===== src/rtl/apb_master.sv =====
// ============================================================================
//  Module   : apb_master
//  Purpose  : Single-channel APB requester. Turns a valid/ready command into
//             one APB SETUP/ACCESS transfer and returns the result on a
//             one-cycle response strobe (read data, or a timeout error).
//  Ports    : pclk, preset           - clock, synchronous active-high reset
//             cmd_valid/cmd_ready    - command handshake (ready only in IDLE)
//             cmd_write/addr/wdata   - command payload, sampled on accept
//             rsp_valid/rdata/err    - response strobe, read data, timeout
//             psel1/penable/pwrite/paddr/pwdata - registered APB outputs
//             pready/prdata          - APB slave response
//  Revision : 1.0 - initial release
// ============================================================================
`default_nettype none

module apb_master #(
  parameter int ADDR_W  = 8,
  parameter int DATA_W  = 8,
  parameter int TIMEOUT = 16    // legal range 2..255
) (
  input  logic              pclk,
  input  logic              preset,
  // command side
  input  logic              cmd_valid,
  output logic              cmd_ready,
  input  logic              cmd_write,
  input  logic [ADDR_W-1:0] cmd_addr,
  input  logic [DATA_W-1:0] cmd_wdata,
  // response side
  output logic              rsp_valid,
  output logic [DATA_W-1:0] rsp_rdata,
  output logic              rsp_err,
  // APB side
  output logic              psel1,
  output logic              penable,
  output logic              pwrite,
  output logic [ADDR_W-1:0] paddr,
  output logic [DATA_W-1:0] pwdata,
  input  logic              pready,
  input  logic [DATA_W-1:0] prdata
);

  typedef enum logic [1:0] {
    S_IDLE   = 2'd0,
    S_SETUP  = 2'd1,
    S_ACCESS = 2'd2
  } state_t;

  localparam int              CNT_W    = 8;
  // Counter value of the last ACCESS cycle in which pready may still arrive.
  localparam logic [CNT_W-1:0] CNT_LAST = CNT_W'(TIMEOUT - 1);

  state_t              state_q;
  logic [CNT_W-1:0]    cnt_q;
  logic                psel_q;
  logic                penable_q;
  logic                pwrite_q;
  logic [ADDR_W-1:0]   paddr_q;
  logic [DATA_W-1:0]   pwdata_q;
  logic                rsp_valid_q;
  logic [DATA_W-1:0]   rsp_rdata_q;
  logic                rsp_err_q;

  always_ff @(posedge pclk) begin
    if (preset) begin
      state_q     <= S_IDLE;
      cnt_q       <= '0;
      psel_q      <= 1'b0;
      penable_q   <= 1'b0;
      pwrite_q    <= 1'b0;
      paddr_q     <= '0;
      pwdata_q    <= '0;
      rsp_valid_q <= 1'b0;
      rsp_rdata_q <= '0;
      rsp_err_q   <= 1'b0;
    end else begin
      // The response is a single-cycle strobe; it falls unless re-asserted below.
      rsp_valid_q <= 1'b0;
      rsp_err_q   <= 1'b0;

      case (state_q)
        S_IDLE: begin
          penable_q <= 1'b0;
          if (cmd_valid) begin
            pwrite_q <= cmd_write;
            paddr_q  <= cmd_addr;
            pwdata_q <= cmd_wdata;
            psel_q   <= 1'b1;
            state_q  <= S_SETUP;
          end else begin
            psel_q   <= 1'b0;
          end
        end

        S_SETUP: begin
          // pready is not looked at here: a slave still holding pready from
          // the previous transfer must not complete this one early.
          penable_q <= 1'b1;
          cnt_q     <= '0;
          state_q   <= S_ACCESS;
        end

        S_ACCESS: begin
          // Completion is tested first so that pready in the final allowed
          // cycle wins over the timeout.
          if (pready) begin
            rsp_valid_q <= 1'b1;
            rsp_rdata_q <= pwrite_q ? '0 : prdata;
            psel_q      <= 1'b0;
            penable_q   <= 1'b0;
            state_q     <= S_IDLE;
          end else if (cnt_q == CNT_LAST) begin
            rsp_valid_q <= 1'b1;
            rsp_err_q   <= 1'b1;
            rsp_rdata_q <= '0;
            psel_q      <= 1'b0;
            penable_q   <= 1'b0;
            state_q     <= S_IDLE;
          end else begin
            cnt_q <= cnt_q + 1'b1;
          end
        end

        default: begin
          psel_q    <= 1'b0;
          penable_q <= 1'b0;
          state_q   <= S_IDLE;
        end
      endcase
    end
  end

  assign cmd_ready = (state_q == S_IDLE);

  assign psel1     = psel_q;
  assign penable   = penable_q;
  assign pwrite    = pwrite_q;
  assign paddr     = paddr_q;
  assign pwdata    = pwdata_q;
  assign rsp_valid = rsp_valid_q;
  assign rsp_rdata = rsp_rdata_q;
  assign rsp_err   = rsp_err_q;

endmodule

`default_nettype wire


===== config.mk =====
export PLATFORM = sky130hd
export DESIGN_NAME = apb_master
export DESIGN_NICKNAME = d
export VERILOG_FILES = /design/src/rtl/apb_master.sv
export SDC_FILE = /design/constraint.sdc
export NUM_CORES = 1
export LEC_CHECK = 0
export BUFFER_PORTS_ARGS = -buffer_cell sky130_fd_sc_hd__buf_2
export CAP_MARGIN = 5
export CORE_MARGIN = 5
export CORE_UTILIZATION = 43
export DETAILED_ROUTE_END_ITERATION = 10
export GPL_ROUTABILITY_DRIVEN = 0
export PLACE_DENSITY_LB_ADDON = 0.15
export SYNTH_ARGS = -nofsm -noshare
export SYNTH_HDL_FRONTEND = slang
export SYNTH_SLANG_ARGS = --single-unit

===== constraint.sdc =====
create_clock -name pclk -period 1.6 [get_ports pclk]
set_clock_uncertainty 0.05 [all_clocks]
set_input_delay 0 -clock pclk [delete_from_list [all_inputs] [get_ports pclk]]
set_output_delay 0 -clock pclk [all_outputs]
set_load 0.01 [all_outputs]

==> metrics list <==
- For this run, the number of Yosys warnings is 0.
- Highest clock frequency the design can meet: 625 MHz
* Ratio of routed vias to standard cells: 4.76
- Across the run, the number of max-cap violations was 0.
- The count of buffers added on input and output ports is 58.
- Largest fanout on the critical path: 4
- After synthesis, the share of flip-flops with an asynchronous set or reset is 0%.
* Detailed Route WL: 4.30 mm
- The number of placed instances, taps included, is 305.
- Kind of capture point of the worst setup path: flip-flop
- Final critical delay including setup and external delays: 1.60 ns
- Among all flip-flop cells after synthesis, the most frequent one is dfxtp_1.
* Share of the core filled with cells: 68.9%
- The placed instances occupy a cell area of 0.00208 sq mm.
* Final Hold Vio Count: 0
- Run status: complete, no violations
- After global routing the overflow that remains totals 0.
* Number of vias in the routed layout: 1,620
- Core area: 0.00363 sq mm
* Routed length on met1: 1.81 mm
* Relative area change from synthesis to final layout: 55.5%
* Effective utilization at floorplan: 44.3%
- DR WL/cell: 12.6 um
- Transition time of the tightest slew-check pin: 0.439 ns
- The die covers 0.00507 sq mm.
- The HPWL after detailed placement is 2.85 mm.
- Summed over all cells, the static leakage comes to 1.10 nW.
- The most common cell in the synthesized netlist is nand2_1.
- After synthesis, the mean cell area works out to 8.56 sq um.
* Summed instance area of the synthesized netlist: 0.00161 sq mm
- Top sig layer: met4
* Initial antenna violation count: 0
- The detail route stage leaves a number of antenna-violating nets equal to 0.
- For this run, the register share of the synthesized area comes to 48.5%.
- Peak ir drop on the vdd network: 0.570 mV
- Pwr/cell area: 914 mW/mm^2
- Fin worst setup slack: 0.000534 ns
* Vertical extent of the die: 71.2 um
* RSZ-0062 raised after global routing: yes
- Final instance area: 0.00250 sq mm
* Synth cell types: 34
* Pin count of the biggest net entering global routing: 20
- The routed design uses 2.19 mm of met2 wire.
* Number of buffers on the longest clock path: 2
* Fraction of the cycle the final worst path needs: 100%
* Met3 routed WL: 263 um
- Pre-CTS worst setup slack: -0.0188 ns
- Counting flops with a built-in enable in the synthesized netlist gives 0.
- Number of violations reported at the end of detailed-routing iteration 0: 60
- Sinks on the clock net: 39
- Final Max Slew Viols: 0
- After synthesis, the largest area contributor takes up 48.5% of total cell area.
- The number of clock buffers added by TritonCTS is 5.
* Required time of the critical path: 1.76 ns
* Nets in the synthesized netlist: 218
- The finished layout holds 340 standard cells, fillers aside.
* Critical Path AT: 1.76 ns
- Maximum level of the CTS H-tree: 2
- Critical path startpoint category: flip-flop
- Clock-pin slew was measured on the worst setup and hold paths at 0.07 ns.
* Leading cell types by total area after synthesis: dfxtp_1, nand2_1, a21oi_1, mux2i_1, nand2b_1
- 0 antenna diodes ended up in the layout.
* Cell types with the highest counts after synthesis: nand2_1, dfxtp_1, a21oi_1
* Synth Register Bits: 39
- Hold Worst Slack: 0.0409 ns
- The via count of the first global-routing pass was 1,556.
* Synthesized instance count: 188
- Global routing used 17.2% of the available tracks across all layers.
- The die is 71.2 um wide.
- The biggest area contributor in the post-synthesis netlist is dfxtp_1.
- In this run the tightest slew margin relative to its limit is 70.6%.
- The initialized floorplan defines 22 standard-cell rows.
- The later pin in the worst-skew pair is clocked with a latency of 0.28 ns.
- Setup violations remaining at the end of the flow were counted as 0.
- For this run, the detailed router's first-pass iteration total came to 4.
- The root buffer cell chosen for the clock tree is clkbuf_8.
* Worst setup path class: reg -> reg
- Net total in the final layout: 321
* Worst min-delay path class: in -> reg
* Worst R2R Setup Slack: 0.0005 ns
- In this run the count of I/O pins placed on the die edge is 59.
* First-pass GRT wire length: 7.04 mm
* Post-route DRC violation count: 0
- TritonCTS built the clock tree.
- In the final layout, the share of cells above drive strength 1 is 34.2%.
==> path summary, 6_finish.rpt <==
| kind | startpoint | end | cells after the start |
|---|---|---|---|
| max | cnt_q[6]$_SDFFE_PP0P_ | cnt_q[1]$_SDFFE_PP0P_ | 4 |
| min | preset | state_q[1]$_SDFFE_PP0P_ | 2 |
| max reg2reg | cnt_q[6]$_SDFFE_PP0P_ | cnt_q[1]$_SDFFE_PP0P_ | 4 |
| min reg2reg | pwdata[7]$_SDFFE_PP0P_ | pwdata[7]$_SDFFE_PP0P_ | 2 |
==> metrics by stage <==
step                total power, mW  setup TNS [ns]
floorplan                      1.18               0
global placement               1.30               0
detailed placement             1.30         -0.0341
CTS                            2.31               0
global route                   2.39          -0.550
finish                         2.29               0
==> where the power goes <==
part,total (mW),switching (mW),internal (mW)
Clock,0.950,0.327,0.623
Sequential,1.03,0.0199,1.01
Combinational,0.308,0.149,0.159
Total,2.29,0.496,1.79
==> cells by family (layout without fill, tap and decap cells) <==
| logic type | after synthesis | after routing | synth area share [%] |
|---|---|---|---|
| simple gates | 86 | 86 | 26.5 |
| mux | 10 | 10 | 6.30 |
| buf+inv | 14 | 118 | 3.97 |
| fa+ha+maj | 1 | 1 | 0.777 |
| compound gates | 38 | 38 | 13.9 |
| flops | 39 | 39 | 48.5 |
==> what timing repair did <==
item | in CTS | in global routing
setup buffers | 1 | 0
pin swaps | 1 | 2
hold endpoints to repair | 25 | 0
gates cloned | 1 | 0
gates resized for setup | 4 | 3
setup endpoints to repair | 10 | 11
hold buffers | 25 | 0
==> cells in the final DEF, fill, tap and decap left out, types with 2 or more instances in the layout <==
master / count
a21oi_1: 26
buf_2: 58
buf_4: 22
bufinv_16: 2
clkbuf_8: 5
dfxtp_1: 37
dfxtp_2: 2
dlygate4sd3_1: 25
inv_1: 4
mux2i_1: 9
nand2_1: 47
nand2b_1: 9
nand3_1: 2
nand4b_1: 3
nor2_1: 6
nor2b_1: 4
nor3_1: 3
nor4_1: 2
o21ai_0: 4
or3b_1: 2
==> worst max-delay path: stages, from the launching register on <==
cell     delay, ns
dfxtp_1       0.31
or3_4         0.41
o21ba_4       0.25
or3b_1        0.37
a21oi_1       0.14
==> cell type report <==
type / count / area, sq um
Clock buffer: 6 / 72.6
Clock inverter: 2 / 60.1
Fill cell: 308 / 1130
Inverter: 4 / 15.0
Multi-Input combinational cell: 135 / 795
Sequential cell: 39 / 783
Tap cell: 48 / 60.1
Timing Repair Buffer: 106 / 717
==> per-layer routing <==
metal,vias up,track usage (%)
li1,842,-
met1,736,19.7
met2,38,31.3
met3,4,5.11
met4,0,3.76
met5,-,0
==> flip-flops by register name, summed over array words and instances, names as in the netlist, 2 cells and up <==
name and cells:
pwdata 8, paddr 8, cnt_q 8, rsp_rdata 8, state_q 2
Note: power is estimated with default switching activity, not from simulation.
